## src/rtl/cosim_pkg.sv

```systemverilog
// rtl/cosim_pkg.sv - shared types and constants for the cosim watchdog
//
// Purpose: outcome encoding reported to the harness, FSM state encoding,
// and the default counter width used by the watchdog.
// Ports: none (package).
package cosim_pkg;

   localparam int CYCLE_WIDTH_DEF = 64;

   // Outcome codes as seen by the cosim harness on the status bus.
   typedef enum logic [1:0] {
      ST_RUN      = 2'd0,
      ST_PASS     = 2'd1,
      ST_TIMEOUT  = 2'd2,
      ST_DUMP_END = 2'd3
   } status_e;

   typedef enum logic [1:0] {
      FSM_RUN    = 2'd0,
      FSM_FINISH = 2'd1,
      FSM_HALT   = 2'd2
   } fsm_e;

endpackage

```

## src/rtl/cosim_watchdog_if.sv

```systemverilog
// rtl/cosim_watchdog_if.sv - finish handshake between watchdog and cosim harness
//
// Purpose: carries the run outcome from the watchdog to the harness.
// Signals:
//   finish_valid  watchdog -> harness  outcome available
//   status        watchdog -> harness  outcome code (RUN/PASS/TIMEOUT/DUMP_END)
//   finish_ready  harness -> watchdog  harness accepts outcome
// Modports: master (watchdog side), slave (harness side).
interface cosim_watchdog_if #(
   parameter int STATUS_WIDTH = 2
);
   logic                    finish_valid;
   logic                    finish_ready;
   logic [STATUS_WIDTH-1:0] status;

   modport master (output finish_valid, output status, input finish_ready);
   modport slave  (input finish_valid, input status, output finish_ready);
endinterface

```

## src/rtl/sat_counter.sv

```systemverilog
// rtl/sat_counter.sv - saturating up-counter with synchronous clear
//
// Purpose: counts up on inc, holds at all-ones instead of wrapping.
// Ports:
//   clock  clock
//   reset  synchronous active-high reset (count -> 0)
//   clear  synchronous clear (count -> 0), wins over inc
//   inc    increment request
//   count  current value
module sat_counter #(
   parameter int WIDTH = 8
) (
   input  logic             clock,
   input  logic             reset,
   input  logic             clear,
   input  logic             inc,
   output logic [WIDTH-1:0] count
);

   always_ff @(posedge clock) begin
      if (reset || clear) begin
         count <= '0;
      end else if (inc && (count != '1)) begin
         count <= count + WIDTH'(1);
      end
   end

endmodule

```

## src/rtl/cosim_watchdog.sv

```systemverilog
// rtl/cosim_watchdog.sv - end-of-simulation watchdog beside the DUT in the emulation top
//
// Purpose: counts cycles and retired instructions, gates the waveform trace
// window, detects end of run (DUT done, retire-idle timeout, trace-window
// end) and reports the outcome over a valid/ready finish handshake.
// Ports:
//   clock, reset   sole clock, synchronous active-high reset
//   dump_start     first traced cycle (quasi-static)
//   dump_end       cycle that ends the run with DUMP_END, 0 = off (quasi-static)
//   retire_valid   one instruction retired this cycle
//   done_req       DUT reports program completion
//   trace_en       waveform dump enable
//   cycle          cycles elapsed since reset release
//   retired        total retire count
//   fin            finish handshake (finish_valid/status out, finish_ready in)
module cosim_watchdog
   import cosim_pkg::*;
#(
   parameter int CYCLE_WIDTH  = CYCLE_WIDTH_DEF,
   parameter int IDLE_TIMEOUT = 10000,
   parameter int STATUS_WIDTH = 2
) (
   input  logic                   clock,
   input  logic                   reset,
   input  logic [CYCLE_WIDTH-1:0] dump_start,
   input  logic [CYCLE_WIDTH-1:0] dump_end,
   input  logic                   retire_valid,
   input  logic                   done_req,
   output logic                   trace_en,
   output logic [CYCLE_WIDTH-1:0] cycle,
   output logic [CYCLE_WIDTH-1:0] retired,
   cosim_watchdog_if.master       fin
);

   // A zero timeout still needs a legal one-bit counter; the check is disabled.
   localparam int IDLE_W = (IDLE_TIMEOUT > 0) ? $clog2(IDLE_TIMEOUT + 1) : 1;
   localparam logic [IDLE_W-1:0] IDLE_LAST =
      IDLE_W'((IDLE_TIMEOUT > 0) ? IDLE_TIMEOUT - 1 : 0);

   fsm_e              state;
   status_e           status_q;
   logic              finish_valid_q;
   logic [IDLE_W-1:0] idle;

   logic              running;
   logic              timeout_ev;
   logic              dump_end_ev;
   logic              any_ev;
   status_e           ev_status;

   assign running     = (state == FSM_RUN);
   assign timeout_ev  = (IDLE_TIMEOUT != 0) && !retire_valid && (idle == IDLE_LAST);
   assign dump_end_ev = (dump_end != '0) && (cycle == dump_end - CYCLE_WIDTH'(1));
   assign any_ev      = done_req || timeout_ev || dump_end_ev;

   always_comb begin
      ev_status = ST_RUN;
      if (done_req)         ev_status = ST_PASS;
      else if (timeout_ev)  ev_status = ST_TIMEOUT;
      else if (dump_end_ev) ev_status = ST_DUMP_END;
   end

   // The cycle count freezes on the triggering edge so it reports the cycle in
   // which the event was seen; the retire of that same cycle is still counted.
   sat_counter #(.WIDTH(CYCLE_WIDTH)) u_cycle (
      .clock (clock),
      .reset (reset),
      .clear (1'b0),
      .inc   (running && !any_ev),
      .count (cycle)
   );

   sat_counter #(.WIDTH(CYCLE_WIDTH)) u_retired (
      .clock (clock),
      .reset (reset),
      .clear (1'b0),
      .inc   (running && retire_valid),
      .count (retired)
   );

   sat_counter #(.WIDTH(IDLE_W)) u_idle (
      .clock (clock),
      .reset (reset),
      .clear (running && retire_valid),
      .inc   (running && !retire_valid),
      .count (idle)
   );

   always_ff @(posedge clock) begin
      if (reset) begin
         state          <= FSM_RUN;
         status_q       <= ST_RUN;
         finish_valid_q <= 1'b0;
      end else begin
         case (state)
            FSM_RUN: begin
               if (any_ev) begin
                  state          <= FSM_FINISH;
                  status_q       <= ev_status;
                  finish_valid_q <= 1'b1;
               end
            end
            FSM_FINISH: begin
               if (fin.finish_ready) begin
                  state          <= FSM_HALT;
                  finish_valid_q <= 1'b0;
               end
            end
            FSM_HALT: begin
               state <= FSM_HALT;
            end
            default: begin
               state          <= FSM_RUN;
               finish_valid_q <= 1'b0;
            end
         endcase
      end
   end

   assign trace_en = running && (cycle >= dump_start) &&
                     ((dump_end == '0) || (cycle < dump_end));

   assign fin.finish_valid = finish_valid_q;
   assign fin.status       = STATUS_WIDTH'(status_q);

endmodule

```

## src/flat_wrapper.sv

```systemverilog
// flat-port wrapper written by rule: the top's interface ports become plain ports
module cosim_watchdog_flat import cosim_pkg::*;
#(
   parameter int CYCLE_WIDTH  = CYCLE_WIDTH_DEF,
   parameter int IDLE_TIMEOUT = 10000,
   parameter int STATUS_WIDTH = 2
)
  (clock, reset, dump_start, dump_end, retire_valid, done_req, trace_en, cycle, retired, fin_finish_valid, fin_status, fin_finish_ready);
  cosim_watchdog_if #(.STATUS_WIDTH(STATUS_WIDTH)) fin_i ();
  input  logic clock;
  input  logic reset;
  input  logic [CYCLE_WIDTH-1:0] dump_start;
  input  logic [CYCLE_WIDTH-1:0] dump_end;
  input  logic retire_valid;
  input  logic done_req;
  output logic trace_en;
  output logic [CYCLE_WIDTH-1:0] cycle;
  output logic [CYCLE_WIDTH-1:0] retired;
  output wire logic [$bits(fin_i.finish_valid)-1:0] fin_finish_valid;
  output wire logic [$bits(fin_i.status)-1:0] fin_status;
  input wire logic [$bits(fin_i.finish_ready)-1:0] fin_finish_ready;
  assign fin_finish_valid = fin_i.finish_valid;
  assign fin_status = fin_i.status;
  assign fin_i.finish_ready = fin_finish_ready;
  cosim_watchdog #(.CYCLE_WIDTH(CYCLE_WIDTH), .IDLE_TIMEOUT(IDLE_TIMEOUT), .STATUS_WIDTH(STATUS_WIDTH)) u_core (.clock(clock), .reset(reset), .dump_start(dump_start), .dump_end(dump_end), .retire_valid(retire_valid), .done_req(done_req), .trace_en(trace_en), .cycle(cycle), .retired(retired), .fin(fin_i));
endmodule
```

## config.mk

```make
export PLATFORM = sky130hd
export DESIGN_NAME = cosim_watchdog_flat
export DESIGN_NICKNAME = d
export VERILOG_FILES = /design/src/rtl/cosim_pkg.sv /design/src/rtl/cosim_watchdog_if.sv /design/src/rtl/sat_counter.sv /design/src/rtl/cosim_watchdog.sv /design/src/flat_wrapper.sv
export SDC_FILE = /design/constraint.sdc
export NUM_CORES = 1
export LEC_CHECK = 0
export BUFFER_PORTS_ARGS = -buffer_cell sky130_fd_sc_hd__buf_4
export CELL_PAD_IN_SITES_DETAIL_PLACEMENT = 0
export CELL_PAD_IN_SITES_GLOBAL_PLACEMENT = 2
export CORE_MARGIN = 2
export CORE_UTILIZATION = 35
export CTS_CLUSTER_DIAMETER = 30
export DETAILED_ROUTE_END_ITERATION = 6
export PLACE_DENSITY_LB_ADDON = 0.1
export SYNTH_ARGS = -nofsm -noshare
export SYNTH_HDL_FRONTEND = slang
export SYNTH_SLANG_ARGS = --single-unit
```

## constraint.sdc

```tcl
create_clock -name clock -period 8.4 [get_ports clock]
set_clock_uncertainty 0.15 [all_clocks]
set_input_delay 1.68 -clock clock [delete_from_list [all_inputs] [get_ports clock]]
set_output_delay 1.68 -clock clock [all_outputs]
set_load 0.01 [all_outputs]
```

---- After elaboration in Yosys (flattened, before gate mapping) ----
Cells that the tools add are included.
word-level totals
  register bits ........................... 147
  input bits .............................. 133
  output and inout port bits .............. 132
  logic and storage cells ................. 53
operators by class
  add/subtract/negate cells ............... 4
  order comparisons ....................... 2
  equality and inequality tests ........... 9
  muxes and demuxes ....................... 9
  bitwise gates (word level) .............. 1
  reductions and logical operators ........ 22
operators with widths
  kind                     count
  $add A64 B1 Y64 const B  2
  $ne A64 B64 Y1 const B   2
  $eq A64 B64 Y1           1
  $ge A64 B64 Y1           1
  $logic_not A64 Y1        1
  $lt A64 B64 Y1           1
  $reduce_bool A64 Y1      1
  $sub A64 B1 Y64 const B  1
  $add A14 B1 Y14 const B  1
  $eq A14 B14 Y1 const B   1
  $ne A14 B14 Y1 const B   1
  $logic_and A1 B1 Y1      10
  $mux W2                  5
  $pmux W2 S3              1
  $logic_or A1 B1 Y1       4
  $ne A2 B2 Y1 const B     2
  $reduce_and A2 Y1        2
  $pmux W1 S3              1
  $reduce_and A3 Y1        1
  $eq A2 B1 Y1 const B     1
  $eq A2 B2 Y1 const B     1
  $logic_not A1 Y1         2
  $logic_not A2 Y1         1
  $mux W1                  2
  $not A1 Y1               1

---- Depth between registers and ports, before layout ----
  depth after elaboration ................. 7
  gate-level depth with buffers ........... 17
  depth with buffers taken out ............ 13

---- By module ----
Synthesis repeated with hierarchy kept, for this count alone.
unflattened totals
  cell total of the unflattened synthesis .. 1,760
  area total of the unflattened synthesis .. 13,523.0 sq um
modules (own cells, without submodules)
  module                            instances  cells an instance  area an instance (sq um)  sequential area each (sq um)
  sat_counter (u_core.u_cycle ...)  2          422                3,424.5                   1,281.2
  cosim_watchdog                    1          827                5,929.4                   100.1
  sat_counter (u_core.u_idle)       1          89                 744.5                     280.3

---- Least setup slack after synthesis ----
OpenSTA, ideal clock, no wires.
  path type ............................... input port to output port
  start point ............................. input dump_end[2]
  end point ............................... output trace_en
  data arrival time ....................... 3.565 ns
  required time ........................... 6.570 ns
  path slack .............................. 3.005 ns
  stages .................................. 13
  path buffers ............................ 1
  cell sequence ........................... clkbuf_1 > inv_1 > ha_1 > o21a_1 > o21a_1 > o21ai_0 > nand2b_1 > a21oi_1 > o31ai_1 > a21oi_1 > o221ai_1 > a31oi_1 > o221a_2
between the ends
  longest elaborated chain between the ends .. 3
  elaborated cells between the ends (all ways) .. 4
  those cells by class .................... order compare: 1; reduce/logical: 3
ends and longest elaborated chain
  element                                              RTL line               RTL
  from (decl)                                          flat_wrapper.sv:13     input logic [CYCLE_WIDTH-1:0] dump_end;
  $lt A64 B64 Y1 or $logic_not A64 Y1 (tied branches)  cosim_watchdog.sv:121  ((dump_end == '0) || (cycle < dump_end));
  $logic_or A1 B1 Y1 *                                 cosim_watchdog.sv:121
  $logic_and A1 B1 Y1 *                                cosim_watchdog.sv:120  assign trace_en = running && (cycle >= dump_start) &&
  to (decl)                                            flat_wrapper.sv:16     output logic trace_en;
Every way passes the cells marked *; elsewhere a longest branch is shown, timed or not.

---- Worst setup path in the final report ----
  start point ............................. input dump_start[33]
  end point ............................... output trace_en
between the ends
  longest elaborated chain between the ends .. 3
ends and longest elaborated chain
  element                            RTL line               RTL
  from (decl)                        flat_wrapper.sv:12     input logic [CYCLE_WIDTH-1:0] dump_start;
  $ge A64 B64 Y1                     cosim_watchdog.sv:120
  $logic_and A1 B1 Y1 (2 in series)  cosim_watchdog.sv:120
Every way passes these cells.

==> flow_summary.toml <==
[run_status]
status = "completed"

[critical_path]
path_class = "input pin to output pin"
slowest_stage = "a21oi_1"
path_cells = "buf_4 -> inv_1 -> ha_1 -> a21o_1 -> a21o_1 -> a21oi_1 -> o21ai_0 -> nand3_1 -> nand2_1 -> o21ai_0 -> o221ai_1 -> a21oi_1 -> nor4_1 -> o221a_2 -> buf_4"
worstPathRequired_ns = 6.57
arrival_ns = 4.50
path_max_fanout = 2
end_kind = "output pin"
cpPeakStageDelay_ns = 0.46
worstSetupStartpointType = "input pin"

[global_route]
antenna_found_initial = 0
grt_pass1_wl_um = 70120
grt_max_degree = 101
grt_pass1_vias = 12570
overflow = 0
track_usage_pct = 23.17

[routing]
wirelength_um = 44700
dr.pass1.iters = 7
vias = 12970
highest_layer = "met4"
met2_length_um = 21030
wire_per_inst_um = 18.69
wl_met1_um = 20970
viasPerCell = 5.423
drc = 0
drtIter0Drc = 774
wl_met3_um = 1783
detail-route-antenna-nets = 0

[clocking]
postCtsSetupRepairBufs = 0
cts_tree = "done"
path_clk_slew_ns = 0.06
clk_latency_ns = 0.43
clockBufferDepth = 2
clock_sinks = 147
clockRootBuffer = "clkbuf_16"
ctsResizeCount = 0
htreeDepth = 4
cts_hold_buf = 0
numCtsBuffers = 17

[synthesis]
avgSynthCellArea_sq_um = 7.672
netlist_area_sq_um = 12850
synth_warnings = 0
async_reset_ff_share_pct = 0
seq_area_frac_synth_pct = 22.90
synth_cell_type_count = 72
netlist_instances = 1675
synth_edf_count = 0
synth-main-ff-cell = "dfxtp_1"
syn_nets = 1944
ys_seq_elements = 147

[sta]
setup_tns_ns = 0
setup_viol = 0
rsz0062_at_grt = "false"
report.final.slew_viol_count = 0
fmax_ghz = 0.1581
tightest_slew_ns = 1.111
maxSlewHeadroom_pct = 25.94
post-route-period-util_pct = 75.30
min_period_ns = 6.325
hold_viol = 0

[min_path]
worst_hold_path_type = "register to register"

[power]
powerDensity_nw_per_um2 = 114.6
p_leak_nw = 7.269
vdd.ir_drop.worst_mv = 0.1476

[layout]
final_area_sq_um = 15860
area_growth_pct = 23.44
final_util_pct = 43.65
nets = 2180
final_layout_size_suffix_gt1_share_pct = 18.76
n_fill_cell = 3791
diodes = 0

[floorplan]
die_area_sq_um = 38270
fp.coreArea_sq_um = 36350
initial_core_util_pct = 35.36
die_y_um = 195.6
io_pins = 265
fp.dieW_um = 195.6
rows = 70

[flow_run]
maxCapViolations = 0

[placement]
dp_hpwl_um = 34870
dpl_cell_area_sq_um = 15250
numPortBuffers = 264
gp_congestion = 0.8454
-- routing by layer --
| metal | up-vias | track usage, % |
|---|---|---|
| met5 | - | 0 |
| met4 | 0 | 6.616 |
| met3 | 47 | 2.815 |
| met2 | 286 | 39.22 |
| met1 | 6155 | 30.93 |
| li1 | 6483 | - |
-- per-stage QoR --
step / power [mW] / std cells / setup WS, ns / hold WS [ns]
3_5_place_dp: 1.012 / 2360 / 1.861 / 0.3201
3_3_place_gp: 1.010 / 2360 / 2.014 / 0.3021
5_1_grt: 1.896 / 2392 / 1.928 / 0.3574
4_1_cts: 1.837 / 2392 / 2.045 / 0.3377
6_report: 1.819 / 2392 / 2.075 / 0.3386
2_1_floorplan: 0.8903 / 1675 / 3.005 / 0.3164
-- registers in the layout, indices dropped and copies added (netlist names) --
signal / flops
u_core.fin.status: 2
u_core.u_retired.count: 64
u_core.fin.finish_valid: 1
u_core.state: 2
u_core.u_idle.count: 14
u_core.u_cycle.count: 64
-- worst paths after layout --
path,start,to,slack (ns),depth (start not counted)
worst max-delay path,dump_start[33],trace_en,2.07,15
worst min-delay path,u_core.fin.status[0],u_core.fin.status[0],0.34,1
worst max register to register,u_core.u_cycle.count[5],u_core.u_cycle.count[56],3.05,12
worst min register to register,u_core.fin.status[0],u_core.fin.status[0],0.34,1
-- cell families (layout without fill, tap and decap cells) --
group,after synthesis,count (layout),synth area share (%)
muxes,37,37,3.232
xor gates and xnor gates,150,150,10.22
buffers and inverters,212,461,6.514
and+or+nand+nor,736,736,31.07
AOI/OAI and AO/OA,257,257,12.82
adders and majority gates,136,136,13.24
DFF,147,147,22.90
-- where the power goes --
part / switching (mW) / internal [mW]
sequential: 0.00910 / 0.705
combinational: 0.167 / 0.116
clock: 0.322 / 0.500
-- critical path, delay by kind of cell --
family          cells  cell delay [ns]
compound gates      8             1.96
simple gates        3             0.31
fa+ha+maj           1             0.30
buf+inv             3             0.25
-- cell type report --
class                      count  area [sq um]  area share [%]
multi-input combinational   1316          9081           57.24
clock buffer                  21         440.4           2.776
inverter                     155         581.8           3.667
sequential                   147          2943           18.55
clock inverter                11         175.2           1.104
timing repair buffer         274          2057           12.97
tap                          468         585.6           3.691
-- Yosys cell counts, drive strengths merged, types with 3 or more instances --
cell / instances / area share, %
nand4: 99 / 4.9
xor2: 73 / 5.0
a2111oi: 3 / 0.25
a31oi: 3 / 0.15
nand3: 64 / 2.5
clkbuf: 44 / 1.3
nor4b: 3 / 0.20
mux2: 26 / 2.3
or4: 22 / 1.3
and3: 27 / 1.3
nor3: 53 / 2.3
o31ai: 10 / 0.62
o21bai: 4 / 0.23
ha: 136 / 13
or3: 33 / 1.6
o41ai: 3 / 0.20
mux2i: 10 / 0.78
o21ai: 52 / 2.0
nor3b: 10 / 0.62
o311a: 3 / 0.23
inv: 155 / 4.5
or2: 3 / 0.15
dfxtp: 147 / 23
and4: 13 / 0.89
a21oi: 82 / 3.2
o21a: 4 / 0.23
o22ai: 4 / 0.19
a211oi: 10 / 0.58
nor2: 182 / 5.3
xnor2: 77 / 5.2
o311ai: 3 / 0.20
nand3b: 4 / 0.23
o221ai: 4 / 0.27
nor2b: 36 / 1.8
nor4: 55 / 3.1
a21o: 47 / 2.7
a31o: 5 / 0.34
o211ai: 7 / 0.41
nand2: 92 / 2.7
buf: 13 / 0.70
and2: 14 / 0.68
nand2b: 18 / 0.88
-- layout by cell type (no fill, tap or decap), types with 13 or more instances in the layout --
master     Yosys  routed
buf_4          5     274
nor2_1       182     182
inv_1        155     155
dfxtp_1      147     147
ha_1         136     136
nand4_1       98      98
nand2_1       91      91
a21oi_1       82      82
xnor2_1       77      77
xor2_1        73      73
nand3_1       63      63
o21ai_0       52      52
nor4_1        50      50
a21o_1        47      47
nor3_1        48      46
nor2b_1       36      36
or3_1         33      33
and3_1        27      27
mux2_2        26      26
or4_1         20      20
nand2b_1      18      18
clkbuf_16      0      17
and2_1        14      14
and4_1        13      13
No activity file was read; power rests on OpenSTA's default activity.
